<file path="src/rtl/board_event_detector_pkg.sv">
// Shared types and constants for the board event detector: square count,
// index width, the event record and the lowest-set-bit helper.
package board_event_detector_pkg;

    localparam int NUM_SQUARES           = 32;
    localparam int SQ_IDX_W              = 5;
    localparam int DEFAULT_STABLE_FRAMES = 3;
    localparam int DEFAULT_CNT_W         = 4;

    typedef struct packed {
        logic [SQ_IDX_W-1:0] square;
        logic                placed;
    } board_event_t;

    // Scanning downward so the last hit wins gives the lowest set index.
    function automatic logic [SQ_IDX_W-1:0] lowest_set_index(input logic [NUM_SQUARES-1:0] v);
        logic [SQ_IDX_W-1:0] idx;
        idx = '0;
        for (int i = NUM_SQUARES - 1; i >= 0; i--) begin
            if (v[i]) begin
                idx = SQ_IDX_W'(i);
            end
        end
        return idx;
    endfunction

endpackage

</file>
<file path="src/rtl/board_event_detector_square_debounce.sv">
// Debounces one board square: a candidate bit plus an agreement counter that
// commits the candidate to the stable bit after STABLE_FRAMES matching frames.
module board_event_detector_square_debounce #(
    parameter int STABLE_FRAMES = 3,
    parameter int CNT_W         = 4
) (
    input  logic clk,
    input  logic reset_n,
    input  logic frame_valid,
    input  logic frame_bit,
    output logic stable,
    output logic stable_next,
    output logic settled_next
);

    localparam logic [CNT_W-1:0] TARGET = CNT_W'(STABLE_FRAMES);

    logic             candidate;
    logic [CNT_W-1:0] count;
    logic [CNT_W-1:0] count_next;

    // The counter saturates at TARGET; the stable bit only moves when it arrives there.
    always_comb begin
        count_next  = count;
        stable_next = stable;
        if (frame_valid) begin
            if (frame_bit != candidate) begin
                count_next = CNT_W'(1);
            end else if (count != TARGET) begin
                count_next = count + 1'b1;
            end
            if (count_next == TARGET) begin
                stable_next = frame_bit;
            end
        end
    end

    assign settled_next = (count_next == TARGET);

    always_ff @(posedge clk) begin
        if (!reset_n) begin
            candidate <= 1'b0;
            count     <= '0;
            stable    <= 1'b0;
        end else begin
            if (frame_valid) begin
                candidate <= frame_bit;
            end
            count  <= count_next;
            stable <= stable_next;
        end
    end

endmodule

</file>
<file path="src/rtl/board_event_detector.sv">
// Board event detector: per-square debounce, pending-change tracking and a
// valid/ready event register. Optional macro BOARD_EVT_INIT_SUPPRESS_EN hides the initial board.
module board_event_detector
    import board_event_detector_pkg::*;
#(
    parameter int STABLE_FRAMES = DEFAULT_STABLE_FRAMES,
    parameter int CNT_W         = DEFAULT_CNT_W
) (
    input  logic                   clk,
    input  logic                   reset_n,
    input  logic [NUM_SQUARES-1:0] frame_data,
    input  logic                   frame_valid,
    output logic [NUM_SQUARES-1:0] stable_board,
    output logic                   event_valid,
    input  logic                   event_ready,
    output logic [SQ_IDX_W-1:0]    event_square,
    output logic                   event_placed,
    output logic                   baseline_done
);

`ifdef BOARD_EVT_INIT_SUPPRESS_EN
    localparam bit SUPPRESS_INIT = 1'b1;
`else
    localparam bit SUPPRESS_INIT = 1'b0;
`endif

    logic [NUM_SQUARES-1:0] stable_next;
    logic [NUM_SQUARES-1:0] settled_next;
    logic [NUM_SQUARES-1:0] reported;
    logic [NUM_SQUARES-1:0] pending;
    logic [SQ_IDX_W-1:0]    pend_idx;
    logic                   pend_any;
    logic                   baseline_set;
    logic                   load_en;
    board_event_t           event_q;

    for (genvar g = 0; g < NUM_SQUARES; g++) begin : g_square
        board_event_detector_square_debounce #(
            .STABLE_FRAMES(STABLE_FRAMES),
            .CNT_W        (CNT_W)
        ) u_square_debounce (
            .clk         (clk),
            .reset_n     (reset_n),
            .frame_valid (frame_valid),
            .frame_bit   (frame_data[g]),
            .stable      (stable_board[g]),
            .stable_next (stable_next[g]),
            .settled_next(settled_next[g])
        );
    end

    // A change that reverts before being reported drops out of pending on its own.
    assign pending      = stable_board ^ reported;
    assign pend_any     = |pending;
    assign pend_idx     = lowest_set_index(pending);
    assign baseline_set = !baseline_done && (&settled_next);
    assign load_en      = (!event_valid || event_ready) && (!SUPPRESS_INIT || baseline_done);

    always_ff @(posedge clk) begin
        if (!reset_n) begin
            reported      <= '0;
            event_valid   <= 1'b0;
            event_q       <= '0;
            baseline_done <= 1'b0;
        end else begin
            if (baseline_set) begin
                baseline_done <= 1'b1;
            end
            if (SUPPRESS_INIT && baseline_set) begin
                reported <= stable_next;
            end else if (load_en && pend_any) begin
                reported[pend_idx] <= stable_board[pend_idx];
            end
            if (load_en) begin
                event_valid <= pend_any;
                if (pend_any) begin
                    event_q.square <= pend_idx;
                    event_q.placed <= stable_board[pend_idx];
                end
            end
        end
    end

    assign event_square = event_q.square;
    assign event_placed = event_q.placed;

endmodule

</file>
<file path="config.mk">
export PLATFORM = sky130hd
export DESIGN_NAME = board_event_detector
export DESIGN_NICKNAME = d
export VERILOG_FILES = /design/src/rtl/board_event_detector_pkg.sv /design/src/rtl/board_event_detector_square_debounce.sv /design/src/rtl/board_event_detector.sv
export SDC_FILE = /design/constraint.sdc
export NUM_CORES = 1
export LEC_CHECK = 0
export BUFFER_PORTS_ARGS = -buffer_cell sky130_fd_sc_hd__clkbuf_2
export CAP_MARGIN = 20
export CORE_MARGIN = 2
export CORE_UTILIZATION = 60
export DETAILED_ROUTE_END_ITERATION = 8
export GPL_ROUTABILITY_DRIVEN = 0
export PLACE_DENSITY = 0.78
export SKIP_CTS_REPAIR_TIMING = 1
export SKIP_LAST_GASP = 1
export SYNTH_ARGS = -nofsm -noshare
export SYNTH_HDL_FRONTEND = slang
export SYNTH_SLANG_ARGS = --single-unit
</file>
<file path="constraint.sdc">
create_clock -name clk -period 8.4 [get_ports clk]
set_clock_uncertainty 0.1 [all_clocks]
set_input_delay 0.42 -clock clk [delete_from_list [all_inputs] [get_ports clk]]
set_output_delay 0.42 -clock clk [all_outputs]
set_load 0.01 [all_outputs]
</file>
==> Yosys cells after proc, flatten, opt, wreduce, memory -nomap -nowiden <==
Cells that the tools add are included.
{ "totals": {"regBits": 232, "input_bits": 36, "output_inout_bits": 40, "word_cells": 470} }
{ "classes": {"n_addsub": 32, "order_cmp": 2, "eq_ne": 128, "mux": 165, "bitwise": 1, "reduce_logical": 41} }
{ "ops": {"columns": ["operator", "n"], "rows": [
  ["$mux 4", 128],
  ["$eq 4x2->1 const B", 64],
  ["$mux 5", 32],
  ["$add 4x1->4 const B", 32],
  ["$ne 4x2->1 const B", 32],
  ["$reduce_and 2->1", 33],
  ["$bwmux 32", 1],
  ["$ne 1x1->1", 32],
  ["$reduce_and 32->1", 1],
  ["$reduce_or 32->1", 1],
  ["$xor 32x32->32", 1],
  ["$lt 5x6->1 const B", 1],
  ["$bmux 1 s5", 1],
  ["$demux 1 s5", 1],
  ["$ge 5x1->1 const B", 1],
  ["$logic_and 1x1->1", 3],
  ["$logic_not 1->1", 2],
  ["$mux 1", 2],
  ["$logic_or 1x1->1", 1]
]} }

==> Logic depth before layout (Yosys ltp) <==
{ "logic_depth": {"word_depth": 38, "ltp_mapped": 11, "mapped_depth_nobuf": 10} }

==> Cells and area by module <==
From an unflattened synthesis, not the netlist that was laid out.
{ "hier_totals": {"cells_unflattened": 1988, "hier_area_um2": 16842.4} }
{ "modules_own_cells": {"columns": ["module", "n_inst", "cells_each", "area_each_um2", "seq_area_each_um2"], "rows": [
  ["board_event_detector_square_debounce", 32, 51, 432.9, 120.1],
  ["board_event_detector", 1, 356, 2989.1, 800.8]
]} }

==> Least setup slack after synthesis <==
No wires, ideal clock.
{ "synth_timing": {"path_type": "flip-flop to flip-flop", "from": "register g_square[14].u_square_debounce.stable", "to": "register reported[16]", "setup_ns": 0.070, "t_arrival_ns": 2.771, "required_ns": 8.230, "path_slack_ns": 5.458, "path_stages_with_launch": 10, "period_less_slack_ns": 2.942, "cell_sequence": "dfxtp_1 xor2_1 or4_4 a2111oi_4 o21bai_2 nand3_4 nor4b_1 a311o_1 or4_1 a21oi_1"} }
{ "synth_via": {"elab_chain_len": 21} }
{ "synth_lines": {"columns": ["item", "line_no", "source"], "rows": [
  ["start: declaration", "board_event_detector_square_debounce.sv:11", "output logic stable,"],
  ["start signal: assignment", "board_event_detector_square_debounce.sv:50", "stable <= stable_next;"],
  ["$xor 32x32->32", "board_event_detector.sv:53", "assign pending = stable_board ^ reported;"],
  ["$mux 5 (15 in a row)", "board_event_detector_pkg.sv:20", "if (v[i]) begin"],
  ["$lt 5x6->1 (implied by the code) or $ge 5x1->1 (tied branches)", "board_event_detector.sv:72", "reported[pend_idx] <= stable_board[pend_idx];"],
  ["$logic_and 1x1->1 (implied by the code)", "board_event_detector.sv:72", null],
  ["$mux 1 (implied by the code)", "board_event_detector.sv:72", null],
  ["$demux 1 s5", "board_event_detector.sv:72", null],
  ["$bwmux 32", "board_event_detector.sv:72", null],
  ["end signal: assignment", "board_event_detector.sv:70", "reported <= stable_next;"],
  ["end signal: indexed assignment", "board_event_detector.sv:72", null],
  ["end: declaration", "board_event_detector.sv:29", "logic [NUM_SQUARES-1:0] reported;"]
]} }
Parallel ways exist; a longest one is shown, timed or not. The select of a mux whose other input is x is not followed.
A chain may end at the register's enable or synchronous reset.

==> Worst setup path in the final report <==
{ "layout_timing": {"from": "register g_square[16].u_square_debounce.stable", "to": "register event_q, in the netlist event_placed"} }
{ "layout_via": {"elab_chain_len": 20} }
{ "layout_lines": {"columns": ["item", "line_no", "source"], "rows": [
  ["start: declaration", "board_event_detector_square_debounce.sv:11", null],
  ["start signal: assignment", "board_event_detector_square_debounce.sv:50", null],
  ["$xor 32x32->32", "board_event_detector.sv:53", null],
  ["$mux 5 (17 in a row)", "board_event_detector_pkg.sv:20", null],
  ["$bmux 1 s5", "board_event_detector.sv:78", "event_q.placed <= stable_board[pend_idx];"],
  ["$mux 1 (implied by the code)", "board_event_detector.sv:78", null],
  ["end: declaration", "board_event_detector.sv:35", "board_event_t event_q;"]
]} }
Parallel ways exist; a longest one is shown, timed or not. The select of a mux whose other input is x is not followed.

==> flow_metrics.env <==
export IMPL_drtAntennaViolNets=0
export IMPL_rsz0062_at_grt="false"
export IMPL_startpoint_type="flop"
export IMPL_finalSetupViolations=0
export IMPL_wl_met3_um=2920
export IMPL_p_leak_uw=0.00598
export IMPL_std_cell_rows=56
export IMPL_ys_warn_count=0
export IMPL_clock_sinks=232
export IMPL_io_pins=76
export IMPL_max_slew_margin=0.267
export IMPL_synth_cells=1804
export IMPL_drive_gt1_frac=0.0803
export IMPL_finalNonFillerCells=2149
export IMPL_antenna_found_initial=0
export IMPL_clockRootBuffer="clkbuf_16"
export IMPL_fmax_ghz=0.253
export IMPL_cts_buffers=26
export IMPL_worst_pin_slew_ns=1.10
export IMPL_wl_met2_um=18000
export IMPL_required_ns=8.66
export IMPL_grt_pass1_vias=12100
export IMPL_cap_violations=0
export IMPL_portBuffers=75
export IMPL_hold_viol=0
export IMPL_fin_crit_sh=0.471
export IMPL_grt_max_degree=102
export IMPL_grt_pass1_wl_um=62300
export IMPL_vias=13600
export IMPL_async_flop_share=0
export IMPL_place_inst=2103
export IMPL_avgSynthCellArea_sq_um=7.81
export IMPL_start_util=0.606
export IMPL_status="finished, final reports clean"
export IMPL_drtIter0Drc=1421
export IMPL_cp_max_fo=12
export IMPL_wl_met1_um=17100
export IMPL_synth_flop_cell="dfxtp_1"
export IMPL_crit_type="reg2reg"
export IMPL_worstPathArrival_ns=4.22
export IMPL_setup_tns_ns=0
export IMPL_yosysTopAreaCell="dfxtp_1"
export IMPL_dieArea_sq_um=24700
export IMPL_dp_hpwl_um=28100
export IMPL_grt_ovfl_total=0
export IMPL_routedWlPerCell_um=18.3
export IMPL_htree_levels=1
export IMPL_insertion_delay_ns=0.53
export IMPL_cts_tree="yes"
export IMPL_wl_um=39400
export IMPL_area_delta_synth_final_pct=8.12
export IMPL_synth_enable_flop_cells=0
export IMPL_yosysTopAreaCellShare=0.330
export IMPL_die_y_um=157
export IMPL_fin_hold_ws_ns=0.0556
export IMPL_ys_seq_area_frac=0.330
export IMPL_ys_ff_latch=232
export IMPL_vias_per_cell=6.33
export IMPL_cellPowerDensity_nw_per_um2=235
export IMPL_nNetsFinal=1881
export IMPL_syn_num_nets=1872
export IMPL_slew_violations=0
export IMPL_hold_path_class="in2reg"
export IMPL_die_x_um=157
export IMPL_track_usage=0.311
export IMPL_cp_end_kind="flop"
export IMPL_core_area_sq_um=23300
export IMPL_clockBufferDepth=3
export IMPL_synth_area_leaders="dfxtp_1, nor2_1, o21ai_0"
export IMPL_clkTransAtPathRegs_ns=0.06
export IMPL_synthDistinctLibCells=76
export IMPL_drc=0
export IMPL_top_layer="met4"
export IMPL_drtPass1Iterations=6
export IMPL_vdd_ir_drop_max_v=0.000191
export IMPL_synth_area_sq_um=14100
export IMPL_diodes=0
export IMPL_period_minus_slack_ns=3.96
-- cell usage in the layout (no fill, tap or decap), types with 32 or more instances in the layout --
| master | synthesis | layout |
|---|---|---|
| a211oi_1 | 40 | 40 |
| a21oi_1 | 128 | 128 |
| and2_1 | 38 | 38 |
| and3_1 | 46 | 46 |
| clkbuf_2 | 0 | 74 |
| dfxtp_1 | 232 | 232 |
| ha_1 | 32 | 32 |
| inv_1 | 33 | 33 |
| mux2i_1 | 61 | 61 |
| nand2_1 | 130 | 130 |
| nand3_1 | 65 | 65 |
| nor2_1 | 246 | 246 |
| nor3_1 | 34 | 34 |
| o21ai_0 | 180 | 180 |
| xnor2_1 | 54 | 54 |
| xor2_1 | 52 | 52 |
-- kinds of logic after synthesis --
family	Yosys count	share of synthesized area
AO/OA/AOI/OAI	491	0.216
XOR/XNOR	106	0.0659
adder cells (fa/ha/maj)	32	0.0284
buffers and inverters	133	0.0440
flip-flops	232	0.330
multiplexers	64	0.0457
AND/OR/NAND/NOR	746	0.271
-- final cells by class --
| class | instances | area, sq um |
|---|---|---|
| Clock buffer | 41 | 788 |
| Clock inverter | 4 | 20.0 |
| Fill cell | 2018 | 8030 |
| Inverter | 35 | 136 |
| Multi-Input combinational cell | 1439 | 8830 |
| Sequential cell | 232 | 4640 |
| Tap cell | 319 | 399 |
| Timing Repair Buffer | 79 | 420 |
-- stage by stage --
| step | util | setup WS, ns | power [uW] | area, sq um |
|---|---|---|---|---|
| 2_1_floorplan | - | 5.46 | 2140 | 14100 |
| 3_3_place_gp | 0.619 | 4.46 | 2440 | 14400 |
| 3_5_place_dp | 0.619 | 4.46 | 2460 | 14400 |
| 4_1_cts | 0.654 | 4.69 | 3540 | 15200 |
| 5_1_grt | 0.655 | 4.42 | 3730 | 15200 |
| 6_report | 0.655 | 4.44 | 3590 | 15200 |
-- registers in the layout (all words and copies together), names as in the netlist --
| name | cells |
|---|---|
| event_square | 5 |
| baseline_done | 1 |
| g_square.u_square_debounce.count | 128 |
| event_valid | 1 |
| g_square.u_square_debounce.candidate | 32 |
| event_placed | 1 |
| g_square.u_square_debounce.stable | 32 |
| reported | 32 |
-- metal layers --
metal  global-route usage  up-vias
li1                     -     6561
met1                0.424     6414
met2                0.506      531
met3               0.0416      101
met4                0.106        0
met5                    0        -
-- worst paths after layout --
path	startpoint	to	slack, ns	cells past startpoint
setup / recovery	g_square[16].u_square_debounce.stable	event_placed	4.44	8
hold / removal	frame_data[10]	g_square[10].u_square_debounce.stable	0.06	3
setup reg to reg	g_square[16].u_square_debounce.stable	event_placed	4.44	8
hold reg to reg	event_square[2]	event_square[2]	0.37	2
-- where the power goes --
group | internal (uW) | switching [uW]
logic | 387 | 871
clock network | 637 | 456
registers | 1160 | 71.2
total | 2190 | 1400
-- cells in the mapped netlist (5+ instances only) --
cell / number
o31ai_1: 9
o21ai_0: 180
a22oi_1: 15
or2_2: 6
xnor2_1: 54
inv_1: 33
dfxtp_1: 232
a21o_1: 5
a22o_1: 14
a211oi_1: 40
a2bb2oi_1: 5
mux2i_1: 61
buf_1: 5
nand2_1: 130
and2_1: 38
or4_1: 10
nor3b_1: 27
nor2b_1: 24
o41ai_1: 9
o22ai_1: 8
ha_1: 32
nand3b_1: 15
a32oi_1: 20
buf_4: 32
nor2_1: 246
and4b_1: 8
nand2b_1: 15
or3b_2: 13
and3_1: 46
nand4b_1: 11
clkbuf_1: 61
nor3_1: 34
nand3_1: 65
xor2_1: 52
nor4b_1: 10
nand4_1: 23
nor4_1: 12
a21oi_1: 128
a31oi_1: 14
-- critical path: stages, from the launching register on --
cell,delay [ns]
dfxtp_1,0.42
xnor2_1,0.55
o2111ai_1,0.35
o21a_1,0.33
o31ai_4,0.46
or2_2,0.36
o22ai_1,0.18
a21oi_1,0.83
a41oi_1,0.20
Note: power is estimated with default switching activity, not from simulation.
